--- config.mk ---
export PLATFORM = sky130hd
export DESIGN_NAME = alu_seq_muldiv
export DESIGN_NICKNAME = d
export VERILOG_FILES = /design/src/rtl/alu_seq_muldiv.sv
export SDC_FILE = /design/constraint.sdc
export NUM_CORES = 1
export LEC_CHECK = 0
export ABC_AREA = 1
export BUFFER_PORTS_ARGS = -buffer_cell sky130_fd_sc_hd__buf_2
export CORE_MARGIN = 1
export CORE_UTILIZATION = 47
export CTS_BUF_LIST = sky130_fd_sc_hd__clkbuf_8
export CTS_CLUSTER_SIZE = 25
export DETAILED_ROUTE_END_ITERATION = 12
export SLEW_MARGIN = 10
export SYNTH_ARGS = -nofsm -noshare
export SYNTH_HDL_FRONTEND = slang
export SYNTH_SLANG_ARGS = --single-unit
--- constraint.sdc ---
create_clock -name CLK -period 5.03 [get_ports CLK]
set_input_delay 0.503 -clock CLK [delete_from_list [all_inputs] [get_ports CLK]]
set_output_delay 0.503 -clock CLK [all_outputs]
set_load 0.005 [all_outputs]
--- src/rtl/alu_seq_muldiv.sv ---
// Sequential execute unit: base integer ops finish in one registered cycle, RV32M mul/div iterate.
// Optional macro ALU_DIV_EARLY_EN resolves divide-by-zero and signed overflow at the START edge.
module alu_seq_muldiv #(
   parameter int unsigned WIDTH   = 32,
   parameter int unsigned SHAMT_W = $clog2(WIDTH)
) (
   input  logic             CLK,
   input  logic             RESET,
   input  logic             START,
   input  logic [4:0]       SELECT,
   input  logic [WIDTH-1:0] DATA1,
   input  logic [WIDTH-1:0] DATA2,
   output logic [WIDTH-1:0] RESULT,
   output logic             BUSY,
   output logic             DONE
);

   localparam int unsigned CntW = $clog2(WIDTH);

   typedef enum logic [1:0] {StIdle, StMul, StDiv, StFin} state_e;

   state_e             state_q, state_d;
   logic [WIDTH-1:0]   result_q, result_d;
   logic               busy_q, busy_d;
   logic               done_q, done_d;
   logic [CntW-1:0]    cnt_q, cnt_d;
   logic [2*WIDTH-1:0] acc_q, acc_d;
   logic [WIDTH-1:0]   opnd_q, opnd_d;
   logic [1:0]         op_q, op_d;
   logic               neg_q, neg_d;

   // ---------------------------------------------------------------------------------------------
   // Decode and operand conditioning
   // ---------------------------------------------------------------------------------------------
   logic             is_mul, is_div;
   logic             a_sgn, b_sgn, a_neg, b_neg;
   logic [WIDTH-1:0] mag_a, mag_b;
   logic             start_neg;

   assign is_mul = (SELECT[4:3] == 2'b10) && !SELECT[2];
   assign is_div = (SELECT[4:3] == 2'b10) &&  SELECT[2];

   always_comb begin
      if (is_mul) begin
         a_sgn = (SELECT[1:0] == 2'b01) || (SELECT[1:0] == 2'b10);
         b_sgn = (SELECT[1:0] == 2'b01);
      end else begin
         a_sgn = !SELECT[0];
         b_sgn = !SELECT[0];
      end
      a_neg = a_sgn && DATA1[WIDTH-1];
      b_neg = b_sgn && DATA2[WIDTH-1];
      mag_a = a_neg ? -DATA1 : DATA1;
      mag_b = b_neg ? -DATA2 : DATA2;
      // Quotient of a divide-by-zero is all ones regardless of dividend sign.
      if (is_mul) begin
         start_neg = a_neg ^ b_neg;
      end else if (SELECT[1]) begin
         start_neg = a_neg;
      end else begin
         start_neg = (a_neg ^ b_neg) && (DATA2 != '0);
      end
   end

   // ---------------------------------------------------------------------------------------------
   // Single-cycle base operations
   // ---------------------------------------------------------------------------------------------
   logic [SHAMT_W-1:0]      shamt;
   logic signed [WIDTH-1:0] sra_res;
   logic [WIDTH-1:0]        base_res;

   assign shamt   = DATA2[SHAMT_W-1:0];
   assign sra_res = $signed(DATA1) >>> shamt;

   always_comb begin
      base_res = '0;
      case (SELECT)
         5'b00000: base_res = DATA1 + DATA2;
         5'b00001: base_res = DATA1 - DATA2;
         5'b00010: base_res = DATA1 << shamt;
         5'b00011: base_res = {{(WIDTH-1){1'b0}}, ($signed(DATA1) < $signed(DATA2))};
         5'b00100: base_res = {{(WIDTH-1){1'b0}}, (DATA1 < DATA2)};
         5'b00101: base_res = DATA1 ^ DATA2;
         5'b00110: base_res = DATA1 >> shamt;
         5'b00111: base_res = sra_res;
         5'b01000: base_res = DATA1 | DATA2;
         5'b01001: base_res = DATA1 & DATA2;
         5'b01010: base_res = DATA2;
         default:  base_res = '0;
      endcase
   end

   // ---------------------------------------------------------------------------------------------
   // Division shortcut for divide-by-zero and signed overflow
   // ---------------------------------------------------------------------------------------------
   logic             div_early;
   logic [WIDTH-1:0] early_res;

`ifdef ALU_DIV_EARLY_EN
   logic div_zero, div_ovf;

   assign div_zero  = (DATA2 == '0);
   assign div_ovf   = !SELECT[0] && (DATA1 == {1'b1, {(WIDTH-1){1'b0}}}) && (DATA2 == '1);
   assign div_early = is_div && (div_zero || div_ovf);

   always_comb begin
      if (div_zero) begin
         early_res = SELECT[1] ? DATA1 : '1;
      end else begin
         early_res = SELECT[1] ? '0 : DATA1;
      end
   end
`else
   assign div_early = 1'b0;
   assign early_res = '0;
`endif

   // ---------------------------------------------------------------------------------------------
   // Iteration datapath: acc holds {hi, lo}; mul shifts the product in from the top, div shifts
   // dividend bits out of lo into the partial remainder in hi while quotient bits fill lo.
   // ---------------------------------------------------------------------------------------------
   logic [WIDTH:0]     mul_sum;
   logic [2*WIDTH-1:0] mul_next;
   logic [WIDTH:0]     div_shift, div_diff;
   logic               div_ge;
   logic [2*WIDTH-1:0] div_next;
   logic [2*WIDTH-1:0] step_acc;
   logic [2*WIDTH-1:0] prod;
   logic [WIDTH-1:0]   div_pick;
   logic [WIDTH-1:0]   fin_res;

   always_comb begin
      mul_sum   = {1'b0, acc_q[2*WIDTH-1:WIDTH]} + {1'b0, (acc_q[0] ? opnd_q : {WIDTH{1'b0}})};
      mul_next  = {mul_sum, acc_q[WIDTH-1:1]};

      div_shift = {acc_q[2*WIDTH-1:WIDTH], acc_q[WIDTH-1]};
      div_diff  = div_shift - {1'b0, opnd_q};
      div_ge    = (div_shift >= {1'b0, opnd_q});
      if (div_ge) begin
         div_next = {div_diff[WIDTH-1:0], acc_q[WIDTH-2:0], 1'b1};
      end else begin
         div_next = {div_shift[WIDTH-1:0], acc_q[WIDTH-2:0], 1'b0};
      end

      step_acc = (state_q == StMul) ? mul_next : div_next;

      prod     = neg_q ? -step_acc : step_acc;
      div_pick = op_q[1] ? step_acc[2*WIDTH-1:WIDTH] : step_acc[WIDTH-1:0];
      if (state_q == StMul) begin
         fin_res = (op_q == 2'b00) ? prod[WIDTH-1:0] : prod[2*WIDTH-1:WIDTH];
      end else begin
         fin_res = neg_q ? -div_pick : div_pick;
      end
   end

   // ---------------------------------------------------------------------------------------------
   // Control
   // ---------------------------------------------------------------------------------------------
   always_comb begin
      state_d  = state_q;
      result_d = result_q;
      busy_d   = busy_q;
      done_d   = 1'b0;
      cnt_d    = cnt_q;
      acc_d    = acc_q;
      opnd_d   = opnd_q;
      op_d     = op_q;
      neg_d    = neg_q;

      case (state_q)
         StMul, StDiv: begin
            acc_d = step_acc;
            cnt_d = cnt_q + 1'b1;
            if (cnt_q == CntW'(WIDTH - 1)) begin
               state_d  = StFin;
               busy_d   = 1'b0;
               done_d   = 1'b1;
               result_d = fin_res;
               cnt_d    = '0;
            end
         end
         default: begin
            // StFin is the DONE cycle and accepts a new START just like StIdle.
            state_d = StIdle;
            busy_d  = 1'b0;
            if (START) begin
               if (is_mul) begin
                  state_d = StMul;
                  busy_d  = 1'b1;
                  cnt_d   = '0;
                  acc_d   = {{WIDTH{1'b0}}, mag_b};
                  opnd_d  = mag_a;
                  op_d    = SELECT[1:0];
                  neg_d   = start_neg;
               end else if (div_early) begin
                  result_d = early_res;
                  done_d   = 1'b1;
               end else if (is_div) begin
                  state_d = StDiv;
                  busy_d  = 1'b1;
                  cnt_d   = '0;
                  acc_d   = {{WIDTH{1'b0}}, mag_a};
                  opnd_d  = mag_b;
                  op_d    = SELECT[1:0];
                  neg_d   = start_neg;
               end else begin
                  result_d = base_res;
                  done_d   = 1'b1;
               end
            end
         end
      endcase
   end

   always_ff @(posedge CLK) begin
      if (RESET) begin
         state_q  <= StIdle;
         result_q <= '0;
         busy_q   <= 1'b0;
         done_q   <= 1'b0;
         cnt_q    <= '0;
         acc_q    <= '0;
         opnd_q   <= '0;
         op_q     <= '0;
         neg_q    <= 1'b0;
      end else begin
         state_q  <= state_d;
         result_q <= result_d;
         busy_q   <= busy_d;
         done_q   <= done_d;
         cnt_q    <= cnt_d;
         acc_q    <= acc_d;
         opnd_q   <= opnd_d;
         op_q     <= op_d;
         neg_q    <= neg_d;
      end
   end

   assign RESULT = result_q;
   assign BUSY   = busy_q;
   assign DONE   = done_q;

endmodule

# Yosys cells after proc, flatten, opt, wreduce, memory -nomap -nowiden
# Cells that the tools add are included.
dict set report word_totals {
  input_bits 72
  register_bits 140
  output_inout_bits 34
  wordCells 116
}
dict set report op_classes {
  reduce_logical 18
  eq_ne 19
  n_mux 50
  addsub 9
  magnitude_cmp 3
  bitwise 5
  n_shift 3
}
# op n
set op_table {}
lappend op_table {{32-bit 2-to-1 mux} 14}
lappend op_table {{64-bit 2-to-1 mux} 7}
lappend op_table {{32-bit case mux with 11 select lines} 1}
lappend op_table {{32-bit negation} 3}
lappend op_table {{32-bit less-than comparator} 2}
lappend op_table {{64-bit negation} 1}
lappend op_table {{32-bit subtractor} 2}
lappend op_table {{32-bit by 32-bit adder with 33-bit output} 1}
lappend op_table {{33-bit by 32-bit greater-or-equal comparator with 1-bit output} 1}
lappend op_table {{32-bit adder} 1}
lappend op_table {{32-bit bitwise AND} 1}
lappend op_table {{32-bit bitwise OR} 1}
lappend op_table {{32-bit nonzero test} 1}
lappend op_table {{32-bit by 5-bit left shift with 32-bit output} 1}
lappend op_table {{32-bit by 5-bit right shift with 32-bit output} 1}
lappend op_table {{32-bit by 5-bit >>> shifter with 32-bit output} 1}
lappend op_table {{32-bit XOR} 1}
lappend op_table {{5-bit 2-to-1 mux} 5}
lappend op_table {{5-bit by 3-bit == test with 1-bit output (second input constant)} 4}
lappend op_table {{1-bit 2-to-1 mux} 16}
lappend op_table {{5-bit by 4-bit == test with 1-bit output (second input constant)} 3}
lappend op_table {{2-bit 2-to-1 mux} 7}
lappend op_table {{5-bit by 2-bit == test with 1-bit output (second input constant)} 2}
lappend op_table {{2-bit == test (second input constant)} 3}
lappend op_table {{19 further kinds} 27}

# Depth between registers and ports, before layout
dict set report depth {
  word_depth 10
  mapped_depth 35
  ltp_nobuf 35
}

# Worst setup path before layout
# No wires, ideal clock.
dict set report synth_path {
  path_kind {reg-to-reg}
  startpoint {reg opnd_q[25]}
  endpoint {reg result_q[22], in the netlist RESULT[22]}
  path_slack_ns 1.432
  path_buffers 0
  arrival_ns 3.528
  required_time_ns 4.960
  synth_period_minus_slack_ns 3.598
  setup_time_ns 0.070
  stages_incl_launch_ff 35
  path_cell_list {dfxtp_1 > inv_1 > ha_1 > nand2_1 > inv_2 > nand2_2 > inv_1 > nand2_1 > inv_1 > nand2_1 > nand2_1 > nor2_4 > nand3_2 > o21ai_2 > ha_1 > nand3_1 > inv_1 > nand2_1 > nor2_4 > nand3_2 > nor2_1 > nand3b_1 > nor2_1 > nand2_1 > nor2_1 > nand2_1 > nor2_4 > nand3_2 > nand2_2 > nand2_1 > nand2_1 > nand2_1 > o21ai_1 > nand3_1 > a21oi_1}
}
dict set report synth_between {
  elab_chain_len 9
  word_cells_on_any_way 12
  classes_between {2 x add/sub; 1 x order compare; 9 x mux}
}
# item line_no
set synth_rtl {}
lappend synth_rtl {{start, declared} 28} ;# logic [WIDTH-1:0] opnd_q, opnd_d;
lappend synth_rtl {{start signal, assigned} 233} ;# opnd_q <= opnd_d;
lappend synth_rtl {{33-bit by 32-bit greater-or-equal comparator with 1-bit output *} 138} ;# div_ge = (div_shift >= {1'b0, opnd_q});
lappend synth_rtl {{64-bit 2-to-1 mux *} 139} ;# if (div_ge) begin
lappend synth_rtl {{64-bit 2-to-1 mux *} 145} ;# step_acc = (state_q == StMul) ? mul_next : div_next;
lappend synth_rtl {{64-bit negation / 32-bit 2-to-1 mux (equally long branches)} {147, 148}}
lappend synth_rtl {{64-bit 2-to-1 mux / 32-bit negation (equally long branches)} {147, 152}}
lappend synth_rtl {{32-bit 2-to-1 mux (on tied branches)} {150, 152}}
lappend synth_rtl {{32-bit 2-to-1 mux *} 149} ;# if (state_q == StMul) begin
lappend synth_rtl {{32-bit 2-to-1 mux *} 174} ;# if (cnt_q == CntW'(WIDTH - 1)) begin
lappend synth_rtl {{32-bit 2-to-1 mux *} 170} ;# case (state_q)
lappend synth_rtl {{end signal, assigned} 228} ;# result_q <= result_d;
lappend synth_rtl {{end, declared} 23} ;# logic [WIDTH-1:0] result_q, result_d;
# Every way passes the cells marked *; elsewhere a longest branch is shown, timed or not. The select of a mux whose other input is x is not followed.
# A chain may end at the register's enable or synchronous reset.

# Worst setup path in the final report
dict set report layout_path {
  startpoint {reg acc_q[31]}
  endpoint {reg result_q[29], in the netlist RESULT[29]}
}
dict set report layout_between {
  elab_chain_len 9
  word_cells_on_any_way 13
  classes_between {3 x add/sub; 1 x order compare; 9 x mux}
}
# item line_no
set layout_rtl {}
lappend layout_rtl {{start, declared} 27} ;# logic [2*WIDTH-1:0] acc_q, acc_d;
lappend layout_rtl {{start signal, assigned} 222} ;# acc_q <= '0;
lappend layout_rtl {{start signal, assigned} 232} ;# acc_q <= acc_d;
lappend layout_rtl {{32-bit subtractor / 33-bit by 32-bit greater-or-equal comparator with 1-bit output (equally long branches)} {137, 138}}
lappend layout_rtl {{64-bit 2-to-1 mux} 139}
lappend layout_rtl {{64-bit 2-to-1 mux *} 145}
lappend layout_rtl {{64-bit negation / 32-bit 2-to-1 mux (equally long branches)} {147, 148}}
lappend layout_rtl {{64-bit 2-to-1 mux / 32-bit negation (equally long branches)} {147, 152}}
lappend layout_rtl {{32-bit 2-to-1 mux (on tied branches)} {150, 152}}
lappend layout_rtl {{32-bit 2-to-1 mux *} 149}
lappend layout_rtl {{32-bit 2-to-1 mux *} 174}
lappend layout_rtl {{32-bit 2-to-1 mux *} 170}
# Marks and branches as above.

==> flow_results.xml <==
<?xml version="1.0" encoding="UTF-8"?>
<metrics>
  <group name="outcome">
    <metric name="outcome" unit="">complete, no violations</metric>
  </group>
  <group name="grt">
    <metric name="via_count_of_the_first_global_routing_pass" unit="">31738</metric>
    <metric name="grt_first_pass_wirelength" unit="um">208000</metric>
    <metric name="grt_antenna_before_repair" unit="">4</metric>
    <metric name="globalRouteTotalUtil" unit="%">49.8</metric>
    <metric name="grt_max_degree" unit="">80</metric>
    <metric name="grt_remaining_overflow" unit="">0</metric>
  </group>
  <group name="timing">
    <metric name="slew-limit-headroom" unit="%">9.41</metric>
    <metric name="report.final.setup_viol" unit="">0</metric>
    <metric name="max_freq" unit="MHz">212</metric>
    <metric name="setup_tns" unit="ns">0</metric>
    <metric name="slew_viol_final" unit="">0</metric>
    <metric name="post-route-period-util" unit="%">93.9</metric>
    <metric name="rsz0062_at_grt" unit="">false</metric>
    <metric name="timing_worst_slew_pin_value" unit="ns">1.34</metric>
    <metric name="layout_min_cycle_time" unit="ns">4.72</metric>
    <metric name="clock-skew-final" unit="ns">0.0224</metric>
    <metric name="whs" unit="ns">0.274</metric>
    <metric name="report.final.hold_viol_count" unit="">0</metric>
  </group>
  <group name="drt">
    <metric name="finalWirelength" unit="um">144000</metric>
    <metric name="vias_post_dr" unit="">34817</metric>
    <metric name="drt-initial-drc-count" unit="">4713</metric>
    <metric name="first_drt_pass_iteration_count" unit="">7</metric>
    <metric name="drtAntennaViolNets" unit="">0</metric>
    <metric name="viasPerCell" unit="">6.15</metric>
    <metric name="drt_drc_violations_left" unit="">0</metric>
    <metric name="drt-wirelength-per-cell" unit="um">25.4</metric>
  </group>
  <group name="worst_setup_path">
    <metric name="critical_path_arrival" unit="ns">5.24</metric>
    <metric name="setup_crit_path_kind" unit="">reg -&gt; reg</metric>
    <metric name="ff2ff_setup_slack" unit="ns">0.31</metric>
    <metric name="worstPathMaxFanout" unit="">5</metric>
    <metric name="critical_path.endpoint_type" unit="">register</metric>
    <metric name="timing.critical_path.from_type" unit="">register</metric>
    <metric name="worst-endpoint-required" unit="ns">5.54</metric>
  </group>
  <group name="synth">
    <metric name="synth_enable_flop_cells" unit="">0</metric>
    <metric name="yosys_warnings" unit="">0</metric>
    <metric name="syn-cell-area" unit="mm^2">0.0262</metric>
    <metric name="synth_sequential_area_ratio" unit="%">10.7</metric>
    <metric name="most_numerous_cell_in_the_yosys_netlist" unit="">sky130_fd_sc_hd__nand2_1</metric>
    <metric name="yosys_register_bits" unit="">140</metric>
    <metric name="post_synth.cell_area_avg" unit="um^2">5.39</metric>
    <metric name="synth_fp_nets" unit="">5120</metric>
    <metric name="async_set_or_reset_flop_fraction_in_the_synthesized_netlist" unit="%">0</metric>
    <metric name="synth_top_cells_by_count" unit="">1410 x sky130_fd_sc_hd__nand2_1, 642 x sky130_fd_sc_hd__inv_1, 429 x sky130_fd_sc_hd__nor2_1, 404 x sky130_fd_sc_hd__a21oi_1, 359 x sky130_fd_sc_hd__o21ai_0</metric>
    <metric name="synth.area.top_cells" unit="">sky130_fd_sc_hd__nand2_1 20%, sky130_fd_sc_hd__dfxtp_1 11%, sky130_fd_sc_hd__inv_1 9.2%, sky130_fd_sc_hd__ha_1 8.2%, sky130_fd_sc_hd__a21oi_1 7.7%</metric>
    <metric name="synth_cells" unit="">4872</metric>
    <metric name="postSynth.topFlopCell" unit="">sky130_fd_sc_hd__dfxtp_1</metric>
    <metric name="post-synth-top-area-fraction" unit="%">20.2</metric>
    <metric name="ys_types" unit="">63</metric>
    <metric name="yosysTopAreaCell" unit="">sky130_fd_sc_hd__nand2_1</metric>
  </group>
  <group name="cts">
    <metric name="tritoncts" unit="">built</metric>
    <metric name="root_buffer" unit="">sky130_fd_sc_hd__clkbuf_8</metric>
    <metric name="clock_latency" unit="ns">0.56</metric>
    <metric name="clkSlewWorstSetupHoldPaths" unit="ns">0.09</metric>
    <metric name="cts_resized" unit="">0</metric>
    <metric name="ctsHoldBuffers" unit="">0</metric>
    <metric name="max-clock-path-buffers" unit="">2</metric>
    <metric name="cts.repair_timing.setup_buffer_count" unit="">0</metric>
    <metric name="sink_count" unit="">140</metric>
    <metric name="htreeDepth" unit="">4</metric>
    <metric name="number_of_clock_buffers_inserted_by_tritoncts" unit="">17</metric>
  </group>
  <group name="final_layout">
    <metric name="final-instance-count-excl-fill" unit="">5661</metric>
    <metric name="filler_cells" unit="">6254</metric>
    <metric name="final_net_count" unit="">5145</metric>
    <metric name="area_growth" unit="%">7.64</metric>
    <metric name="post_route_cells_drive_above_1_share" unit="%">8.02</metric>
  </group>
  <group name="placed_design">
    <metric name="io_buffer_count" unit="">105</metric>
    <metric name="gp_routability_congestion" unit="">1.11</metric>
    <metric name="place.detailed.instances" unit="">5626</metric>
    <metric name="dp_hpwl" unit="um">116000</metric>
  </group>
  <group name="floorplanning">
    <metric name="top_level_ports" unit="">106</metric>
    <metric name="die_h" unit="um">238</metric>
    <metric name="design.die.area" unit="mm^2">0.0568</metric>
    <metric name="start_util" unit="%">47.6</metric>
    <metric name="rows" unit="">86</metric>
    <metric name="core" unit="mm^2">0.0551</metric>
    <metric name="horiz_die_dim" unit="um">238</metric>
  </group>
  <group name="flow_run">
    <metric name="timing.max_cap.violations" unit="">0</metric>
  </group>
  <group name="pwr">
    <metric name="power.ir.vdd_worst" unit="mV">0.266</metric>
    <metric name="power_density" unit="mW/mm^2">338</metric>
    <metric name="total_leakage_power" unit="nW">14.1</metric>
  </group>
  <group name="worst_hold_path">
    <metric name="hp-class" unit="">in -&gt; reg</metric>
  </group>
</metrics>
[stage by stage]
step	util, %	setup WS (ns)	power (mW)	cell area, um^2
finish	51.3	0.305	9.56	28200
global route	51.3	0.0519	10.0	28200
detailed placement	50.4	0.538	8.02	27800
floorplan	-	1.43	5.57	26200
CTS	51.3	0.523	9.21	28200
global placement	50.4	0.625	8.04	27800
[cells by family after synthesis]
| kind of cell | after synthesis | synth area share (%) |
|---|---|---|
| AND/OR/NAND/NOR | 2458 | 39.9 |
| AO/OA/AOI/OAI | 1100 | 24.0 |
| buffers and inverters | 884 | 13.1 |
| adder cells (fa/ha/maj) | 176 | 8.50 |
| flip-flops | 140 | 10.7 |
| XOR/XNOR | 105 | 3.50 |
| multiplexers | 9 | 0.343 |
[per-layer routing]
layer | share of wire, % | GRT usage (%)
met1 | 36 | 58.1
met2 | 41 | 74.1
met3 | 12 | 13.8
met4 | 11 | 44.3
met5 | 0.15 | 2.94
[registers in the layout (all words and copies together) (netlist names)]
register	count
BUSY	1
DONE	1
RESULT	32
acc_q	64
cnt_q	5
neg_q	1
op_q	2
opnd_q	32
state_q	2
[final timing paths]
check	start	depth (start not counted)	to
hold / removal	SELECT[2]	3	state_q[1]$_SDFFE_PP0P_
hold reg to reg	BUSY$_SDFFE_PP0P_	2	BUSY$_SDFFE_PP0P_
setup reg to reg	acc_q[31]$_SDFFE_PP0P_	25	RESULT[29]$_SDFFE_PP0P_
setup / recovery	acc_q[31]$_SDFFE_PP0P_	25	RESULT[29]$_SDFFE_PP0P_
[where the power goes]
part	switching (mW)	internal, mW
clock network	0.542	0.641
logic	5.23	1.91
registers	0.0655	1.17
total	5.83	3.73
[critical path: stages (launching register included)]
cell and delay [ns]:
sky130_fd_sc_hd__dfxtp_1 0.33, sky130_fd_sc_hd__inv_1 0.17, sky130_fd_sc_hd__ha_1 0.17, sky130_fd_sc_hd__inv_1 0.10
sky130_fd_sc_hd__fa_1 0.50, sky130_fd_sc_hd__nand3_1 0.11, sky130_fd_sc_hd__nand3_1 0.23, sky130_fd_sc_hd__nand2_1 0.13
sky130_fd_sc_hd__nand3_1 0.21, sky130_fd_sc_hd__o21ai_0 0.22, sky130_fd_sc_hd__a21oi_1 0.06, sky130_fd_sc_hd__nand2_1 0.08
sky130_fd_sc_hd__nand3_2 0.28, sky130_fd_sc_hd__nand2_1 0.13, sky130_fd_sc_hd__nand2_1 0.12, sky130_fd_sc_hd__nor2_1 0.31
sky130_fd_sc_hd__nand2_1 0.13, sky130_fd_sc_hd__inv_1 0.10, sky130_fd_sc_hd__nand3_1 0.17, sky130_fd_sc_hd__nand2_1 0.18
sky130_fd_sc_hd__nand3_1 0.09, sky130_fd_sc_hd__nand3_1 0.07, sky130_fd_sc_hd__nand3_1 0.36, sky130_fd_sc_hd__nand3_1 0.28
sky130_fd_sc_hd__nand2_1 0.08, sky130_fd_sc_hd__inv_1 0.06
[placed cells by master (no fill, tap or decap), types with 21 or more instances in the layout]
cell,instances
sky130_fd_sc_hd__a21oi_1,404
sky130_fd_sc_hd__a221oi_1,21
sky130_fd_sc_hd__a31oi_1,53
sky130_fd_sc_hd__buf_2,104
sky130_fd_sc_hd__buf_4,117
sky130_fd_sc_hd__clkbuf_8,21
sky130_fd_sc_hd__dfxtp_1,139
sky130_fd_sc_hd__ha_1,171
sky130_fd_sc_hd__inv_1,644
sky130_fd_sc_hd__nand2_1,1410
sky130_fd_sc_hd__nand2_2,31
sky130_fd_sc_hd__nand3_1,351
sky130_fd_sc_hd__nand3_2,22
sky130_fd_sc_hd__nand4_1,55
sky130_fd_sc_hd__nor2_1,427
sky130_fd_sc_hd__nor3_1,52
sky130_fd_sc_hd__o2111ai_1,21
sky130_fd_sc_hd__o211ai_1,83
sky130_fd_sc_hd__o21ai_0,359
sky130_fd_sc_hd__o21ai_1,24
sky130_fd_sc_hd__o22ai_1,25
sky130_fd_sc_hd__xnor2_1,22
sky130_fd_sc_hd__xor2_1,83
[area by class of cell]
class / count / area, um^2 / share of cell area (%)
antenna: 3 / 7.51 / 0.0266
multi-input combinational: 3848 / 20000 / 71.0
inverter: 665 / 2500 / 8.84
timing repair buffer: 225 / 1480 / 5.24
clock buffer: 21 / 289 / 1.02
clock inverter: 11 / 190 / 0.673
sequential: 140 / 2800 / 9.93
tap: 748 / 936 / 3.31
(Power assumes the default switching activity.)
